$ cat config.mk
export PLATFORM = sky130hd
export DESIGN_NAME = shift_unit_iter
export DESIGN_NICKNAME = d
export VERILOG_FILES = /design/src/rtl/shift_unit_iter.sv
export SDC_FILE = /design/constraint.sdc
export NUM_CORES = 1
export LEC_CHECK = 0
export BUFFER_PORTS_ARGS = -buffer_cell sky130_fd_sc_hd__clkbuf_2
export CORE_AREA = 2 2 97 122
export CTS_BUF_LIST = sky130_fd_sc_hd__clkbuf_16
export CTS_CLUSTER_DIAMETER = 30
export CTS_CLUSTER_SIZE = 30
export DETAILED_ROUTE_END_ITERATION = 6
export DIE_AREA = 0 0 99 124
export PLACE_DENSITY = 0.78
export SLEW_MARGIN = 20
export SYNTH_ARGS = -nofsm -noshare
export SYNTH_HDL_FRONTEND = slang
export SYNTH_SLANG_ARGS = --single-unit
$ cat constraint.sdc
create_clock -name clk_i -period 2.37 [get_ports clk_i]
set_input_delay 0.1185 -clock clk_i [delete_from_list [all_inputs] [get_ports clk_i]]
set_output_delay 0.1185 -clock clk_i [all_outputs]
set_load 0.01 [all_outputs]
$ cat src/rtl/shift_unit_iter.sv
// shift_unit_iter: multi-cycle SLL/SRL/SRA (and optional ROL) shifter that
// applies up to STEP positions per clock, with valid/ready on both sides.
//
// Ports:
//   clk_i        rising-edge clock
//   rst_i        asynchronous active-low reset
//   in_valid_i   request valid       in_ready_o   unit can accept a request
//   data_i       operand             shamt_i      shift amount (0..WIDTH-1)
//   op_i         00 SLL, 01 SRL, 10 SRA, 11 ROL (SLL when rotate disabled)
//   abort_i      synchronous cancel of the operation in flight
//   out_valid_o  result valid        out_ready_i  consumer accepts result
//   data_o       registered result   busy_o       high in SHIFT or DONE
//
// Build option: define SHIFT_ROTATE_EN to make op 11 rotate-left; otherwise
// op 11 decodes as SLL and no wrap-around logic is built.

module shift_unit_iter #(
    parameter int unsigned WIDTH   = 32,
    parameter int unsigned SHAMT_W = 5,
    parameter int unsigned STEP    = 4
) (
    input  logic               clk_i,
    input  logic               rst_i,
    input  logic               in_valid_i,
    output logic               in_ready_o,
    input  logic [WIDTH-1:0]   data_i,
    input  logic [SHAMT_W-1:0] shamt_i,
    input  logic [1:0]         op_i,
    input  logic               abort_i,
    output logic               out_valid_o,
    input  logic               out_ready_i,
    output logic [WIDTH-1:0]   data_o,
    output logic               busy_o
);

    localparam logic [1:0] OP_SRL = 2'b01;
    localparam logic [1:0] OP_SRA = 2'b10;
`ifdef SHIFT_ROTATE_EN
    localparam logic [1:0] OP_ROL = 2'b11;
`endif

    typedef enum logic [1:0] {
        S_IDLE  = 2'd0,
        S_SHIFT = 2'd1,
        S_DONE  = 2'd2
    } state_t;

    state_t             state_q, state_d;
    logic [WIDTH-1:0]   acc_q, acc_d;
    logic [SHAMT_W-1:0] rem_q, rem_d;
    logic [1:0]         op_q, op_d;
    logic               sign_q, sign_d;

    logic [SHAMT_W-1:0] amt_c;
    logic [WIDTH-1:0]   shifted_c;

    // Per-cycle shift step: min(rem, STEP) applied to the accumulator.
    always_comb begin
        amt_c     = (32'(rem_q) < STEP) ? rem_q : SHAMT_W'(STEP);
        shifted_c = acc_q << amt_c;
        case (op_q)
            OP_SRL: shifted_c = acc_q >> amt_c;
            // Vacated MSBs are exactly the bits cleared in ones >> amt.
            OP_SRA: shifted_c = (acc_q >> amt_c)
                              | (sign_q ? ~({WIDTH{1'b1}} >> amt_c) : '0);
`ifdef SHIFT_ROTATE_EN
            // amt is never 0 while shifting; a shift by WIDTH yields 0 anyway.
            OP_ROL: shifted_c = (acc_q << amt_c) | (acc_q >> (WIDTH - 32'(amt_c)));
`endif
            default: ;
        endcase
    end

    // Next-state and datapath-register logic.
    always_comb begin
        state_d = state_q;
        acc_d   = acc_q;
        rem_d   = rem_q;
        op_d    = op_q;
        sign_d  = sign_q;
        case (state_q)
            S_IDLE: begin
                if (in_valid_i) begin
                    acc_d   = data_i;
                    rem_d   = shamt_i;
                    op_d    = op_i;
                    sign_d  = data_i[WIDTH-1];
                    state_d = (shamt_i == '0) ? S_DONE : S_SHIFT;
                end
            end
            S_SHIFT: begin
                if (abort_i) begin
                    state_d = S_IDLE;
                end else begin
                    acc_d = shifted_c;
                    rem_d = rem_q - amt_c;
                    if (rem_q == amt_c) begin
                        state_d = S_DONE;
                    end
                end
            end
            S_DONE: begin
                if (abort_i || (out_valid_o && out_ready_i)) begin
                    state_d = S_IDLE;
                end
            end
            default: state_d = S_IDLE;
        endcase
    end

    // State and datapath registers.
    always_ff @(posedge clk_i or negedge rst_i) begin
        if (!rst_i) begin
            state_q <= S_IDLE;
            acc_q   <= '0;
            rem_q   <= '0;
            op_q    <= '0;
            sign_q  <= 1'b0;
        end else begin
            state_q <= state_d;
            acc_q   <= acc_d;
            rem_q   <= rem_d;
            op_q    <= op_d;
            sign_q  <= sign_d;
        end
    end

    // Registered outputs; the result is published one cycle after DONE is entered.
    always_ff @(posedge clk_i or negedge rst_i) begin
        if (!rst_i) begin
            in_ready_o  <= 1'b1;
            busy_o      <= 1'b0;
            out_valid_o <= 1'b0;
            data_o      <= '0;
        end else begin
            in_ready_o  <= (state_d == S_IDLE);
            busy_o      <= (state_d != S_IDLE);
            out_valid_o <= (state_q == S_DONE) && (state_d == S_DONE);
            if ((state_q == S_DONE) && (state_d == S_DONE) && !out_valid_o) begin
                data_o <= acc_q;
            end
        end
    end

endmodule
Yosys cells after proc, flatten, opt, wreduce, memory -nomap -nowiden. Cells that the tools add are included.

Register bits: 77. Word-level logic and storage cells: 51. Bits of input ports: 44. Output and inout bits: 35.

Add/subtract/negate cells: 1. Bitwise logic cells: 2. Order comparisons: 1. Shift-type cells: 3. Multiplexer cells: 15. Equality and inequality tests: 8. Reduce and logical (&&, ||, !) cells: 12.

Operators with widths (number): $pmux 32 s2 (2); $mux 32 (3); $not 32->32 (1); $or 32x32->32 (1); $shl 32x5->32 (1); $shr 32x5->32 (1); $shr 32x5->32 const A (1); $mux 5 (3); $mux 2 (5); $pmux 5 s2 (1); $eq 2x2->1 const B (3); $pmux 2 s3 (1); $eq 5x5->1 (1); $logic_not 5->1 (1); $lt 5x3->1 const B (1); $sub 5x5->5 (1); $eq 2x1->1 const B (2); $logic_not 2->1 (2); $ne 2x2->1 const B (2); $reduce_bool 2->1 (2); $logic_and 1x1->1 (3); $reduce_and 3->1 (1); $reduce_and 2->1 (1); $logic_not 1->1 (1); $logic_or 1x1->1 (1).

Logic depth before layout (Yosys ltp).
Word-level depth: 9. Gate-level depth with buffers: 10.

Least setup slack after synthesis. Ideal clock, no wire load.

Path kind: flip-flop to flip-flop. Start point: register rem_q[3]. End point: register rem_q[2]. Setup slack: 243 ps. Arrival: 2062 ps. Clock period less this slack: 2127 ps. Cell stages (with the launch flop): 11. Setup time: 66 ps. Path through: dfrtp_1 > buf_6 > or3_1 > clkbuf_1 > clkbuf_1 > nand2_1 > ha_1 > a21oi_1 > o31ai_1 > a221o_1 > nand2_1.

Cells in the longest elaborated chain, start to end: 5.

Ends and longest elaborated chain: start: declaration (RTL line 50) `logic [SHAMT_W-1:0] rem_q, rem_d;`; start signal: assignment (RTL line 122) `rem_q <= rem_d;`; $lt 5x3->1 (RTL line 59) `amt_c = (32'(rem_q) < STEP) ? rem_q : SHAMT_W'(STEP);`; $mux 5 (RTL line 59); $sub 5x5->5 (RTL line 96) `rem_d = rem_q - amt_c;`; $mux 5 (RTL line 92) `if (abort_i) begin`; $pmux 5 s2 (RTL line 81) `case (state_q)`.

Every way passes these cells. The select of a mux whose other input is x is not followed. A chain may end at the register's enable or synchronous reset.

Worst setup path in the final report.
Start point: register rem_q[2]. End point: register acc_q[21].

Cells in the longest elaborated chain, start to end: 9. Elaborated cells between the ends (all ways): 11. Classes of those cells: order compare (1); shift (3); mux (5); bitwise (2).

Ends and longest elaborated chain: $lt 5x3->1 (RTL line 59); $mux 5 (*) (RTL line 59); $shr 32x5->32 (RTL line 65) `| (sign_q ? ~({WIDTH{1'b1}} >> amt_c) : '0);`; $not 32->32 (RTL line 65); $mux 32 (RTL line 65); $or 32x32->32 (RTL line 65); $pmux 32 s2 (*) (RTL line 61) `case (op_q)`; $mux 32 (*) (RTL line 92); $pmux 32 s2 (*) (RTL line 81); end signal: assignment (RTL line 115) `acc_q <= '0;`; end signal: assignment (RTL line 121) `acc_q <= acc_d;`; end: declaration (RTL line 49) `logic [WIDTH-1:0] acc_q, acc_d;`.

Mark *: on every way between the ends. The rest lies on a longest branch, timed or not. The select of a mux whose other input is x is not followed.

==> out/qor.txt <==
=================================================================================
Total Routing Usage GR                                                      33.9%
N_diodes                                                                        0
Clk slew on worst S/H paths                                                 60 ps
Required time reported for the critical path endpoint                     2580 ps
Critical Path Start                                                  rem_q[2]$_DFFE_PN0P_
Clock tree root driver cell                                          sky130_fd_sc_hd__clkbuf_16
Number of nets in the synthesized netlist                                     761
Sum Neg Setup Slack                                                          0 ps
Kind of critical path                                                  reg -> reg
Xor and xnor fraction of the mapped netlist area                               0%
Cells traversed along the worst timing path                          buf_4 > nor4b_4 > buf_12 > mux2i_1 > a22oi_1 > a221oi_1 > o311ai_1
Starting DRC count in detailed routing                                        700
Global-route wire length before repair                                    32.3 mm
Via count of the routed design                                              6,211
Startpoint of the lowest-slack hold path                                  op_i[1]
Synthesis-to-layout area growth                                             16.0%
Multi-input gate area                                                   3620 um^2
Pre-CTS setup slack                                                        145 ps
Adder-cell area share of the yosys netlist                                 0.629%
Fraction of synthesized area in multiplexers                                17.5%
Cell Area, Synth                                                        5970 um^2
Share of the synthesized area in the top cell type                          31.9%
Seq cells post-synth                                                           77
Worst Hold Margin                                                        -2.15 ps
EDFF count, synth                                                               0
Average via count per standard cell                                          6.80
Most common cell after layout, fill and taps aside                   sky130_fd_sc_hd__nand2_1
Arrival time at the worst endpoint                                        2430 ps
Critical path launch point type                                          register
Worst setup slack for register-to-register paths                           160 ps
Core box area                                                         11,000 um^2
Sinks on Clock Net                                                             77
Leak                                                                   0.00299 uW
Final cycle utilization of the critical path                                93.4%
I/O pin count                                                                  79
Synth Area in Simple Gates                                                  18.9%
Number of nets in the finished design                                         821
Most frequent cells in the layout                                    sky130_fd_sc_hd__nand2_1 (109), sky130_fd_sc_hd__clkbuf_2 (77), sky130_fd_sc_hd__dfrtp_1 (75), sky130_fd_sc_hd__buf_4 (51), sky130_fd_sc_hd__a21oi_1 (49)
Setup violation total in the final timing report                                0
Status                                                               complete, but fails checks
Clk_lat worst skew                                                         350 ps
Endpoint of the worst-slack reg-to-reg timing path                   acc_q[21]$_DFFE_PN0P_
Clk buf depth                                                                   2
Number of iterations in the first detailed-routing pass                         7
Post-detailed-placement half-perimeter wirelength                         13.7 mm
Input/output buffers                                                           78
Vertical extent of the die                                                 124 um
Layout fillers                                                                964
Max frequency                                                             452 MHz
Post-route setup slack                                                     157 ps
Overall power of the completed layout                                   11,400 uW
Synth top area cells                                                 sky130_fd_sc_hd__dfrtp_1 (32%), sky130_fd_sc_hd__mux2_2 (7.4%), sky130_fd_sc_hd__nand2_1 (6.9%)
Residual overflow from global routing                                           0
Fraction of the yosys area taken by sequential cells                        32.3%
Final Wtd Congestion                                                        0.939
Endpoint kind of the worst setup timing path                             register
Average footprint of a synthesized cell                                 8.36 um^2
Number of cells traversed by the worst register-to-register path                7
Max cap viols                                                                   0
Unique masters post-synth                                                      67
Complex-gate fraction of the synthesized area                               23.3%
Largest fanout of any net on the critical path                                 30
Dominant combinational cell family by area after synthesis           compound AO/OA/AOI/OAI gates
Violations in the final reports                                      negative hold slack
TritonCTS clock tree                                                        built
Initial antenna violation count                                                 0
Fraction of synthesis flops using an asynchronous set or reset pin           100%
Final routed wirelength across all metal layers                           20.6 mm
Ys flop type                                                         sky130_fd_sc_hd__dfrtp_1
Fraction of layout cells with a size suffix above 1                         27.6%
Worst slew margin relative to its limit                                     34.0%
Cell type contributing the most total cell area after synthesis      sky130_fd_sc_hd__dfrtp_1
Maximum number of pins on one net before global-route repair                   73
Fin crit period                                                           2210 ps
Horiz. Die Dim                                                              99 um
Reg-to-Reg Start                                                     rem_q[2]$_DFFE_PN0P_
Area taken by flip-flops and latches                                    1930 um^2
Standard-cell row count                                                        43
Antenna violation net count after detailed routing                              0
Initial standard-cell utilization of the core                               54.1%
WL/cell                                                                   22.5 um
Type of the most critical hold path                                     in -> reg
Actual transition at the worst max-transition pin                          989 ps
Largest stage delay, worst path                                            500 ps
Worst setup path end                                                 acc_q[21]$_DFFE_PN0P_
Total DRC errors in the routed layout                                           0
Largest vdd supply drop                                                  0.600 mV
Max H-tree Level                                                                3
Via count of the first global-routing pass                                  5,953
CTS Buf Count                                                                   9
Final standard cell utilization of the core                                 62.8%
Unrepaired setup endpoints after global routing                                no
Number of instances in the synthesized netlist                                714
Power density over the cells                                         1650 nW/um^2
Critical-path top delay cell                                         sky130_fd_sc_hd__dfrtp_1
Total count of hold-check failures in the final report                          1
Area of the die                                                       12,300 um^2
Warnings from Yosys                                                             0
Pins over their slew limit                                                      0
Final clock skew                                                          7.35 ps
=================================================================================
[per-layer routing]
layer / wire length, um / GRT usage (%) / share of wire [%] / up-vias
met5: 0 / 0 / 0 / -
met4: 1020 / 18.4 / 5.0 / 0
met3: 2130 / 6.29 / 10 / 97
met2: 9690 / 54.6 / 47 / 446
met1: 7720 / 43.3 / 38 / 2927
li1: - / - / - / 2741
[power breakdown]
| group | leakage [uW] | internal (uW) | switching (uW) | total, uW |
|---|---|---|---|---|
| clock network | 0.000148 | 802 | 577 | 1380 |
| registers | 0.000932 | 1960 | 1040 | 3000 |
| logic | 0.00191 | 2940 | 4100 | 7030 |
[stage by stage]
| stage | area (um^2) | std cells |
|---|---|---|
| after floorplan | 5970 | 714 |
| after global placement | 6600 | 894 |
| after detailed placement | 6600 | 894 |
| after CTS | 6910 | 912 |
| after global routing | 6930 | 914 |
| final | 6930 | 914 |
[state kept, by name, indices dropped and copies added, names as in the netlist]
| name | cells |
|---|---|
| busy_o | 1 |
| sign_q | 1 |
| state_q | 2 |
| data_o | 32 |
| in_ready_o | 1 |
| acc_q | 32 |
| rem_q | 5 |
| op_q | 2 |
| out_valid_o | 1 |
[final cells by class]
| type | instances | share of cell area (%) |
|---|---|---|
| clock buffer | 9 | 3.25 |
| clock inverter | 7 | 0.867 |
| inverter | 9 | 0.488 |
| multi-input combinational | 542 | 52.3 |
| sequential | 77 | 27.9 |
| tap | 135 | 2.44 |
| timing repair buffer | 135 | 12.8 |
[worst min-delay path by stage]
stage                             endpoint  slack (ps)  cells past startpoint
floorplan             acc_q[0]$_DFFE_PN0P_        -180                      0
global placement    data_o[15]$_DFFE_PN0P_         320                      1
detailed placement  data_o[15]$_DFFE_PN0P_         340                      1
CTS                    op_q[1]$_DFFE_PN0P_           6                      3
global route           op_q[1]$_DFFE_PN0P_           4                      3
finish                 op_q[1]$_DFFE_PN0P_          -2                      3
[logic make-up after synthesis]
| logic type | after synthesis |
|---|---|
| compound gates | 213 |
| fa+ha+maj | 3 |
| simple gates | 237 |
| other cells | 1 |
| buf+inv | 95 |
| mux | 88 |
| flops | 77 |
[what timing repair did]
action	in CTS	in global routing
buffers inserted	0	2
hold buffers	2	0
endpoints found under the setup margin	0	3
gates resized for setup	0	2
endpoints found under the hold margin	71	0
[synthesized netlist by cell type (4+ instances only)]
| cell type | count |
|---|---|
| sky130_fd_sc_hd__clkbuf_1 | 42 |
| sky130_fd_sc_hd__buf_2 | 28 |
| sky130_fd_sc_hd__o22ai_1 | 14 |
| sky130_fd_sc_hd__or3_1 | 11 |
| sky130_fd_sc_hd__nor3_1 | 18 |
| sky130_fd_sc_hd__nand2_1 | 109 |
| sky130_fd_sc_hd__a21oi_1 | 49 |
| sky130_fd_sc_hd__nor2_1 | 40 |
| sky130_fd_sc_hd__a211oi_1 | 16 |
| sky130_fd_sc_hd__dfrtp_1 | 76 |
| sky130_fd_sc_hd__mux2i_1 | 39 |
| sky130_fd_sc_hd__mux4_2 | 9 |
| sky130_fd_sc_hd__a221oi_1 | 6 |
| sky130_fd_sc_hd__a22oi_1 | 11 |
| sky130_fd_sc_hd__o21ai_1 | 4 |
| sky130_fd_sc_hd__a31oi_1 | 15 |
| sky130_fd_sc_hd__inv_1 | 8 |
| sky130_fd_sc_hd__o221ai_1 | 4 |
| sky130_fd_sc_hd__buf_1 | 7 |
| sky130_fd_sc_hd__mux2_2 | 39 |
| sky130_fd_sc_hd__o21ai_0 | 48 |
| sky130_fd_sc_hd__nand2b_1 | 4 |
| sky130_fd_sc_hd__o31ai_1 | 8 |
| sky130_fd_sc_hd__buf_6 | 4 |
| sky130_fd_sc_hd__nor2b_1 | 11 |
| sky130_fd_sc_hd__buf_4 | 4 |
| sky130_fd_sc_hd__nand3_1 | 26 |
[worst max-delay path, delay by kind of cell, from the launching register on]
kind | cells | cell delay [ps]
DFF | 1 | 500
buffers and inverters | 2 | 460
AOI/OAI and AO/OA | 3 | 610
and+or+nand+nor | 1 | 260
muxes | 1 | 240
(Power assumes the default switching activity.)
